## src/rtl/string_assembler_pkg.sv

```systemverilog
// Shared constants and state encoding for the string assembler and length finder.
package string_assembler_pkg;

  localparam int unsigned STR_BYTES = 8;
  localparam int unsigned STR_W     = 64;
  localparam int unsigned LEN_W     = 4;

  typedef enum logic {
    StFill = 1'b0,
    StHold = 1'b1
  } state_e;

endpackage

```

## src/rtl/string_assembler.sv

```systemverilog
// Packs a byte stream into a fixed 8-byte string, closed by terminator, full count or flush.
// The packed-string port is named str because string is a reserved word.
module string_assembler
  import string_assembler_pkg::*;
#(
  parameter logic [7:0] TERM_BYTE = 8'h00
) (
  input  logic             clk,
  input  logic             rst,
  input  logic [7:0]       in_byte,
  input  logic             in_valid,
  output logic             in_ready,
  input  logic             flush,
  output logic [STR_W-1:0] str,
  output logic             str_valid,
  input  logic             str_ready,
  output logic [LEN_W-1:0] byte_count
);

  state_e state;

  always_ff @(posedge clk or posedge rst) begin
    if (rst) begin
      state      <= StFill;
      str        <= '0;
      byte_count <= '0;
    end else begin
      unique case (state)
        StFill: begin
          if (in_valid) begin
            if (in_byte == TERM_BYTE) begin
              state <= StHold;
            end else begin
              // Byte-lane decode: lane i is written while byte_count == i.
              for (int unsigned i = 0; i < STR_BYTES; i++) begin
                if (byte_count == LEN_W'(i)) begin
                  str[STR_W-1-8*i -: 8] <= in_byte;
                end
              end
              byte_count <= byte_count + LEN_W'(1);
              if (byte_count == LEN_W'(STR_BYTES - 1) || flush) begin
                state <= StHold;
              end
            end
          end else if (flush && byte_count != '0) begin
            state <= StHold;
          end
        end
        StHold: begin
          if (str_ready) begin
            state      <= StFill;
            str        <= '0;
            byte_count <= '0;
          end
        end
        default: state <= StFill;
      endcase
    end
  end

  assign in_ready  = (state == StFill);
  assign str_valid = (state == StHold);

endmodule

```

## config.mk

```make
export PLATFORM = sky130hd
export DESIGN_NAME = string_assembler
export DESIGN_NICKNAME = d
export VERILOG_FILES = /design/src/rtl/string_assembler_pkg.sv /design/src/rtl/string_assembler.sv
export SDC_FILE = /design/constraint.sdc
export NUM_CORES = 1
export LEC_CHECK = 0
export BUFFER_PORTS_ARGS = -buffer_cell sky130_fd_sc_hd__buf_4
export CORE_AREA = 2 2 87 89
export CTS_BUF_LIST = sky130_fd_sc_hd__clkbuf_4 sky130_fd_sc_hd__clkbuf_8
export CTS_CLUSTER_DIAMETER = 100
export DETAILED_ROUTE_END_ITERATION = 16
export DIE_AREA = 0 0 89 91
export HOLD_SLACK_MARGIN = 0.05
export PLACE_DENSITY = 0.71
export SETUP_SLACK_MARGIN = 0.5
export SYNTH_ARGS = -nofsm -noshare
export SYNTH_HDL_FRONTEND = slang
export SYNTH_SLANG_ARGS = --single-unit
```

## constraint.sdc

```tcl
create_clock -name clk -period 1.7 [get_ports clk]
set_input_delay 0.085 -clock clk [delete_from_list [all_inputs] [get_ports clk]]
set_output_delay 0.085 -clock clk [all_outputs]
set_load 0.01 [all_outputs]
```

==> metrics <==
Hold WC Path Type in -> reg; Synth async-reset ratio 1.00; EDFF count, synth 0; Final Skew ~0.014 ns; Total Wirelength 8570 um; pin count of the biggest net entering global routing 70; reg2reg path depth 5; crit path max-delay cell type dfrtp_1; hold_sp in_valid; WS Path Type reg -> reg; Max Slew Vio Count 0; Clock power frac 0.223; routability-driven placement congestion ratio 0.800; Worst IR Drop VDD ~0.00075 V; CP arrival 1.61 ns; Initial DRC Count 137; Worst Hold Depth 3; Setup WS post-layout around 0.32 ns; # DRC 0; clock-pin transition on the worst setup and hold timing paths roughly 0.080 ns; status finished clean; initial antenna violation count 0; Vias between 2000 and 3000; Worst-Margin Slew around 0.39 ns; vias in the first global route 2609; number of max-cap violations 0; # diodes 0; Distinct cells, synth 28; CP endpoint kind flip-flop; Final nets approximately 430; CTS root buf clkbuf_8; logic gate share of total power 0.419; post-layout min period around 1.4 ns; yosys warns 0; IO Pins 83; maximum fanout along the worst path 10; Flop pwr share 0.358; Power Internal between 4 and 5 mW; first-pass GRT wire length 13700 um; CTS tree yes; DR WL/cell between 15 and 20 um; Post-Place Cells ~480; f_max 0.722 GHz; Reg-to-Reg Start str_valid; dpl hpwl 5470 um; Num CTS Buffers 9; Core Util, Final 0.632; gr usage total 0.222; Synth Instances 300; register bit total from synthesis a little under 70; Syn Area/Cell 10.5 um^2; worst-skew pair later-pin latency ~0.34 ns; reg2reg setup slack ~0.32 ns; CP endpoint str[62]; Die Ht 91 um; row count 31; final cell count without fillers ~500; die width slightly below 90 um; Synth Net Count around 320; # H-tree levels 3; vias per cell between 5 and 6; die area between 8000 and 9000 um^2; DRT Pass-1 Iters 5; crit-path max cell delay about 0.40 ns; Routed Antenna Nets 0; Starting Density 0.441; Setup violations, final 0; Required @ worst endpoint ~1.9 ns; core footprint slightly above 7000 um^2; Rel. slew slack 0.740; power per cell area 1520 nW/um^2; Final Cycle Share 0.814; ys flop type dfrtp_1; Setup WS pre-CTS -0.0369 ns; sequential-to-total area share from yosys stat 0.549; GRT overflow 0; RSZ-0062 raised after global routing yes; cell chain of the critical path nor2b_2 -> buf_12 -> o2111a_2 -> a211oi_1 -> a21o_1; final hold vios 0; Post-Syn Area approximately 3100 um^2; CTS Buffer Depth 2; fraction of layout cells with a size suffix above 1 0.413; CTS Sinks 69; crit path from str_valid; Sw Pwr between 2 and 2.5 mW; Switching Share 0.353; crit path launch type flip-flop; P_leak approximately 2.1 nW; P&R area growth vs syn 43.3%; PortBufs just over 80; Worst R2R End str[62]
[synthesized netlist by cell type (all sizes together), types with 2 or more instances]
cell type  instances  share of area
a211oi             5          0.012
a21o               4         0.0095
buf               14          0.041
clkbuf             7         0.0084
dfrtp             69           0.55
ha                 4          0.016
inv               16          0.019
mux2i              2         0.0064
nand2             65          0.078
nand3              5         0.0080
nor2               2         0.0024
o2111a             4          0.016
o2111ai            4          0.030
o211ai            29          0.072
o21ai             62           0.11
or4                2         0.0072
[logic make-up (layout without fill, tap and decap cells)]
logic type	count (synthesis)	in the layout	share of synthesized area
buf+inv	37	151	0.0684
fa+ha+maj	4	4	0.0159
compound gates	111	111	0.259
flops	69	69	0.549
simple gates	77	77	0.101
mux	2	2	0.00636
[worst min-delay path by stage]
stage / end / slack, ns
3_5_place_dp: str_valid / 0.22
3_3_place_gp: str_valid / 0.22
5_1_grt: str[19] / 0.10
2_1_floorplan: str[55] / 0.20
6_report: str_valid / 0.09
4_1_cts: str_valid / 0.08
[state kept, by name, summed over array words and instances, names as in the netlist]
| register | cells |
|---|---|
| byte_count | 4 |
| str | 64 |
| str_valid | 1 |
[layout by cell type, fill, tap and decap left out, types with 3 or more instances in the layout]
| cell | n |
|---|---|
| buf_4 | 99 |
| dfrtp_1 | 66 |
| nand2_1 | 65 |
| o21ai_1 | 49 |
| o211ai_1 | 27 |
| o21ai_2 | 12 |
| inv_1 | 12 |
| buf_12 | 12 |
| clkbuf_8 | 9 |
| nand3_1 | 5 |
| o2111a_2 | 4 |
| o2111ai_4 | 4 |
| a211oi_1 | 4 |
| a21o_1 | 4 |
| inv_6 | 4 |
| buf_6 | 4 |
| ha_4 | 3 |
| dfrtp_2 | 3 |
| dlygate4sd3_1 | 3 |
[layout make-up]
| cell class | count | area [um^2] |
|---|---|---|
| Clock buffer | 9 | 124 |
| Inverter | 16 | 68.8 |
| Fill cell | 601 | 2630 |
| Sequential cell | 69 | 1730 |
| Timing Repair Buffer | 119 | 1090 |
| Clock inverter | 7 | 103 |
| Multi-Input combinational cell | 194 | 1270 |
| Tap cell | 99 | 124 |
[power by group through the flow]
stage	registers [mW]	clock network [mW]	logic, mW
floorplan	2.64	0	1.08
global placement	2.46	0	2.36
detailed placement	2.46	0	2.42
CTS	2.44	1.57	2.81
global route	2.50	1.64	3.11
finish	2.45	1.53	2.87
[through the flow]
stage               power (mW)  instance area (um^2)  hold slack (ns)  setup TNS (ns)
finish                    6.85                  4510           0.0935               0
global route              7.25                  4510            0.102               0
CTS                       6.81                  4470           0.0786               0
global placement          4.82                  3980            0.219               0
detailed placement        4.88                  3980            0.223         -0.0369
floorplan                 3.72                  3180            0.202               0
[layer usage]
layer	vias to the layer above	global-route usage	routed length (um)	share of wire
met2	81	0.328	4010	0.47
met5	-	0	0	0
li1	1280	-	-	-
met1	1327	0.324	3950	0.46
met4	0	0.0522	72	0.0084
met3	7	0.0627	538	0.063
[worst max-delay path: cells and delay by family, from the launching register on]
kind | cells | cell delay (ns)
AO/OA/AOI/OAI | 3 | 0.53
buffers and inverters | 1 | 0.16
flip-flops | 1 | 0.40
AND/OR/NAND/NOR | 1 | 0.17
[timing repair]
action	CTS	global route
endpoints found under the hold margin	77	0
hold buffers	3	0
buffers inserted	12	2
gates cloned	1	0
pin swaps	3	1
endpoints found under the setup margin	68	70
gates resized for setup	20	7
Note: power is estimated with default switching activity, not from simulation.
